$ cat src/rtl/dir_sched.sv
// dir_sched: route-command scheduler between UART_wrapper and the command processor.
// Buffers 16-bit commands in a DEPTH-entry FIFO and presents them one 2-bit
// direction field at a time (LSB first) over a dir_vld/dir_nxt handshake.
// Optional status outputs (occupancy, stall_sticky) are enabled by defining
// the macro DIR_SCHED_STATUS_EN.
module dir_sched #(
  parameter int unsigned DEPTH = 4
) (
  input  logic        clk,
  input  logic        rst,
  input  logic [15:0] cmd,
  input  logic        cmd_rdy,
  output logic        clr_cmd_rdy,
  input  logic        flush,
  input  logic        dir_nxt,
  output logic        dir_vld,
  output logic [1:0]  dir,
  output logic        cmd_busy
`ifdef DIR_SCHED_STATUS_EN
  ,
  output logic [$clog2(DEPTH):0] occupancy,
  output logic                   stall_sticky
`endif
);

  localparam int unsigned AW     = $clog2(DEPTH);
  localparam int unsigned CW     = AW + 1;
  localparam int unsigned FIELDS = 16 / 2;
  localparam int unsigned FW     = $clog2(FIELDS);

  typedef enum logic [2:0] {
    S_IDLE,
    S_LOAD,
    S_ACTIVE,
    S_END,
    S_NEXT
  } state_t;

  logic [15:0]   mem [DEPTH];
  logic [AW-1:0] wr_ptr;
  logic [AW-1:0] rd_ptr;
  logic [CW-1:0] count;
  logic [CW-1:0] count_nxt;
  logic          full;
  logic          empty;
  logic          push;
  logic          pop;

  state_t        state;
  state_t        state_nxt;
  logic [15:0]   shreg;
  logic [15:0]   shreg_nxt;
  logic [FW-1:0] fcnt;
  logic [FW-1:0] fcnt_nxt;
  logic          vld_nxt;

  assign full  = (count == CW'(DEPTH));
  assign empty = (count == '0);

  // Accept a command whenever there is room; suppressed by flush and reset.
  assign clr_cmd_rdy = cmd_rdy & ~full & ~flush & ~rst;
  assign push        = clr_cmd_rdy;

  // FIFO storage write.
  always_ff @(posedge clk) begin
    if (push) begin
      mem[wr_ptr] <= cmd;
    end
  end

  // Next FIFO count: push and pop on the same edge cancel.
  always_comb begin
    count_nxt = count;
    if (flush) begin
      count_nxt = '0;
    end else if (push && !pop) begin
      count_nxt = count + CW'(1);
    end else if (!push && pop) begin
      count_nxt = count - CW'(1);
    end
  end

  // FIFO pointers and count.
  always_ff @(posedge clk) begin
    if (rst) begin
      wr_ptr <= '0;
      rd_ptr <= '0;
      count  <= '0;
    end else begin
      count <= count_nxt;
      if (flush) begin
        wr_ptr <= '0;
        rd_ptr <= '0;
      end else begin
        if (push) wr_ptr <= wr_ptr + AW'(1);
        if (pop)  rd_ptr <= rd_ptr + AW'(1);
      end
    end
  end

  // Next-state and field-unpacking logic.
  always_comb begin
    state_nxt = state;
    shreg_nxt = shreg;
    fcnt_nxt  = fcnt;
    pop       = 1'b0;
    case (state)
      S_IDLE: begin
        if (!empty) state_nxt = S_LOAD;
      end
      S_LOAD: begin
        pop       = 1'b1;
        shreg_nxt = mem[rd_ptr];
        fcnt_nxt  = '0;
        state_nxt = S_ACTIVE;
      end
      S_ACTIVE: begin
        if (shreg[1:0] == 2'b00) begin
          state_nxt = S_END;
        end else if (dir_nxt) begin
          shreg_nxt = {2'b00, shreg[15:2]};
          fcnt_nxt  = fcnt + FW'(1);
          if (fcnt == FW'(FIELDS - 1)) state_nxt = S_NEXT;
        end
      end
      S_END: begin
        if (dir_nxt) state_nxt = S_NEXT;
      end
      S_NEXT: begin
        state_nxt = empty ? S_IDLE : S_LOAD;
      end
      default: begin
        state_nxt = S_IDLE;
      end
    endcase
    if (flush) begin
      state_nxt = S_IDLE;
      pop       = 1'b0;
    end
  end

  assign vld_nxt = (state_nxt == S_ACTIVE) || (state_nxt == S_END);

  // State, shift register and registered consumer-side outputs.
  always_ff @(posedge clk) begin
    if (rst) begin
      state    <= S_IDLE;
      shreg    <= '0;
      fcnt     <= '0;
      dir_vld  <= 1'b0;
      dir      <= 2'b00;
      cmd_busy <= 1'b0;
    end else begin
      state    <= state_nxt;
      shreg    <= shreg_nxt;
      fcnt     <= fcnt_nxt;
      dir_vld  <= vld_nxt;
      dir      <= vld_nxt ? shreg_nxt[1:0] : 2'b00;
      cmd_busy <= (state_nxt != S_IDLE) || (count_nxt != '0);
    end
  end

`ifdef DIR_SCHED_STATUS_EN
  // Status: registered occupancy and sticky flag for host stalls on a full FIFO.
  always_ff @(posedge clk) begin
    if (rst) begin
      occupancy    <= '0;
      stall_sticky <= 1'b0;
    end else begin
      occupancy <= count_nxt;
      if (flush) begin
        stall_sticky <= 1'b0;
      end else if (cmd_rdy && full) begin
        stall_sticky <= 1'b1;
      end
    end
  end
`endif

endmodule
$ cat config.mk
export PLATFORM = sky130hd
export DESIGN_NAME = dir_sched
export DESIGN_NICKNAME = d
export VERILOG_FILES = /design/src/rtl/dir_sched.sv
export SDC_FILE = /design/constraint.sdc
export NUM_CORES = 1
export LEC_CHECK = 0
export BUFFER_PORTS_ARGS = -buffer_cell sky130_fd_sc_hd__buf_2
export CORE_UTILIZATION = 54
export DETAILED_ROUTE_END_ITERATION = 12
export HOLD_SLACK_MARGIN = 0.03
export PLACE_DENSITY_LB_ADDON = 0.15
export SLEW_MARGIN = 20
export SYNTH_ARGS = -nofsm -noshare
export SYNTH_HDL_FRONTEND = slang
export SYNTH_SLANG_ARGS = --single-unit
$ cat constraint.sdc
create_clock -name clk -period 1.7 [get_ports clk]
set_input_delay 0.34 -clock clk [delete_from_list [all_inputs] [get_ports clk]]
set_output_delay 0.34 -clock clk [all_outputs]
set_load 0.01 [all_outputs]
==> metrics.md <==
| Metric | Value |
|---|---|
| Initial antenna violation count | 0 |
| Area Growth Syn to Fin | 16.72% |
| DIE HEIGHT | 88.19 um |
| Die area | 7777 um2 |
| Core ar. | around 7200 um2 |
| Inst Count DP | 405 |
| Final worst-path cycle share | slightly below 100% |
| Sw frac | 21.11% |
| Nets | 353 |
| Worst-path clk slew | around 0.090 ns |
| Grt ovf | 0 |
| Reg2Reg Depth | 7 |
| CP delay by family, top | flip-flops |
| Hold Crit Start | cmd[7] |
| Clock Skew | 0.01137 ns |
| Largest net degree at the start of global routing | 22 |
| CP arrival | 1.35 ns |
| Drt via density | 5.405 |
| Final Max Tran Viols | 0 |
| Most Frequent Cell on Critical Path | inv_2 |
| Worst hold path type | input pin to flop |
| Critical R2R Capture | mem[1][11]$_DFFE_PP_ |
| Worst r2r src | count[0]$_SDFF_PP0_ |
| Final antenna-violating net count | 0 |
| DRC viols | 0 |
| Hold EP | mem[3][7]$_DFFE_PP_ |
| Kind of end point of the critical path | primary output |
| Max stage delay cell, worst path | dfxtp_2 |
| Top_reg_cell synth | edfxtp_1 |
| Clk network pwr share | between 30 and 40% |
| Total wire length | 7.181 mm |
| Worst setup margin | 0.01227 ns |
| First-pass GRT wire length | 11.39 mm |
| R2R Setup Slk | roughly 0.06 ns |
| Wire per inst | roughly 17 um |
| Via count | 2308 |
| Final setup vio count | 0 |
| Worst path required time | between 1 and 1.5 ns |
| Die Wd | 88.19 um |
| Floorplan row count | 31 |
| Design Area, Final | 4682 um2 |
| Area after DPL | 4392 um2 |
| DRT iter0 DRCs | 91 |
| Distinct cell type count after synthesis | 44 |
| Num Clock Sinks | 99 |
| Max Cap Violations | 0 |
| CTS tree | built |
| Post-Syn Nets | 303 |
| All-Layer GR Usage | approximately 21% |
| Synthesized area | 4011 um2 |
| WP buf/inv | 3 |
| Fill cells | 557 |
| H-tree Lvls | 3 |
| CTS Buf Count | 9 |
| Share of cells above drive strength 1 | 34.15% |
| Clock root buffer | clkbuf_8 |
| Avg Synthesized Cell Area | roughly 15 um2 |
| Post-Syn Instances | 273 |
| Max-slew headroom | roughly three quarters |
| RSZ-0062 raised after global routing | true |
| Tightest Pin Transition | 0.3583 ns |
| P_int | 3.522 mW |
| Seq cells post-synth | 99 |
| Seq/Total Area, Yosys | roughly 65% |
| Hold Crit Depth | 1 |
| Startpoint types | flop |
| PwrDens | 953.4 nW/um2 |
| VDD IR max | 0.5319 mV |
| Fmax | 592.5 MHz |
| Diodes inserted | 0 |
| Crit-path max cell delay | 0.34 ns |
| Boundary Pins | 26 |
| Yosys Warn Count | 0 |
| Sequential share of power | 58.2% |
| Most frequent cells in the layout | edfxtp_1 (64), dfxtp_1 (33), buf_4 (25) |
| Sw Pwr | approximately 940 uW |
| Crit Path Max Fanout | 3 |
| Final TNS setup | 0 ns |
| Min Tclk post-route | 1.688 ns |
| Layout Cells excl Fill | around 430 |
| Status | finished clean |
| Post-synth ARST share | 0% |
| Port Buffers | 25 |
| Final hold violation count | 0 |
| Leakage | 1.640 nW |
| Crit path kind | flop to primary output |
| Most common cell after layout, fill and taps aside | edfxtp_1 |
| Initial Util | 55.60% |
| Crit-path cells | inv_2, ha_4, a21boi_2, nand2_2, inv_2, buf_6 |
| Combinational Power Share | 4.8% |
| Pre-antenna DRT Iters | 4 |
| DP HPWL | a little under 5 mm |
| Post-placement setup slack | 0.04406 ns |
| Worst-skew pair later-pin latency | 0.36 ns |
| Max clock buf depth | 2 |
| RePlAce Congestion | approximately 0.81 |
| Number of synthesized flops with an enable pin | 64 |
| Number of global-route vias before repair | 2219 |
## sequential cells by signal, summed over array words and instances, names as in the netlist, 2 cells and up, named ones only
register	cells
count	3
mem	64
rd_ptr	2
fcnt	3
shreg	16
wr_ptr	2
state	3
dir	2
## cells in the mapped netlist, drive strengths merged (2+ instances only)
cell    instances  area share, %
ha              9            2.8
nand2          23            2.2
buf            11            2.4
nor3b           3           0.97
inv             7           0.66
or2             2           0.31
clkbuf          5           0.47
o21a            2           0.37
nand3           5           0.62
o21ai           3           0.37
edfxtp         64             48
a221oi          3           0.81
a22oi          12            2.2
mux4           16            9.0
a21oi          22            3.3
nor2           22            2.2
or3b            2           0.44
and4bb          2           0.62
dfxtp          35             17
nand2b          2           0.31
xnor2           5            1.1
and3            5           0.78
## cell families (layout without fill, tap and decap cells)
kind of cell,Yosys count,in the layout,synth area share [%]
AO/OA/AOI/OAI,46,46,7.954
XOR/XNOR,6,6,1.310
flip-flops,99,99,65.38
adder cells (fa/ha/maj),10,10,3.057
AND/OR/NAND/NOR,71,71,9.233
multiplexers,18,18,9.514
buffers and inverters,23,78,3.556
## how the worst max path moves through the flow
stage / startpoint / end / slack, ns / cells after the start
5_1_grt: count[0]$_SDFF_PP0_ / clr_cmd_rdy / -0.05 / 6
2_1_floorplan: count[0]$_SDFF_PP0_ / cmd_busy$_SDFF_PP0_ / 0.004 / 8
3_3_place_gp: count[0]$_SDFF_PP0_ / cmd_busy$_SDFF_PP0_ / 0.09 / 7
6_report: count[0]$_SDFF_PP0_ / clr_cmd_rdy / 0.01 / 6
4_1_cts: count[1]$_SDFF_PP0_ / clr_cmd_rdy / 0.003 / 6
3_5_place_dp: count[0]$_SDFF_PP0_ / cmd_busy$_SDFF_PP0_ / 0.04 / 8
## per-layer routing
layer,part of all wire (%),wire (um),track usage [%],up-vias
met4,0.95,68,8.504,0
met2,49,3516,32.38,37
met1,47,3375,28.21,1150
met3,3.1,221,5.090,5
li1,-,-,-,1116
met5,0,0,0,-
## timing repair
item | in CTS | in global routing
endpoints found under the hold margin | 0 | 0
buffers inserted | 3 | 3
gates resized for setup | 8 | 1
pin swaps | 2 | 2
setup endpoints to repair | 1 | 29
hold buffers | 0 | 0
## power by group through the flow
stage               sequential (mW)  combinational [mW]  clock [mW]
floorplan                      2.65               0.110           0
global placement               2.65               0.196           0
detailed placement             2.65               0.200           0
CTS                            2.60               0.209        1.69
global route                   2.60               0.238        1.79
finish                         2.60               0.214        1.65
## through the flow
| step | hold WS [ns] | power (mW) | utilization [%] |
|---|---|---|---|
| 2_1_floorplan | 0.4324 | 2.760 | - |
| 3_3_place_gp | 0.4386 | 2.845 | 60.87 |
| 3_5_place_dp | 0.4437 | 2.851 | 60.87 |
| 4_1_cts | 0.1794 | 4.493 | 64.45 |
| 5_1_grt | 0.1765 | 4.627 | 64.90 |
| 6_report | 0.1980 | 4.464 | 64.90 |
## cell type report
type	instances	area (um2)	area share (%)
Timing Repair Buffer	55	419.2	8.952
Clock buffer	9	123.9	2.646
Sequential cell	99	2625	56.07
Tap cell	99	123.9	2.646
Clock inverter	7	97.59	2.084
Multi-Input combinational cell	151	1266	27.04
Inverter	7	26.28	0.5612
Power figures use the tool's default switching activity.
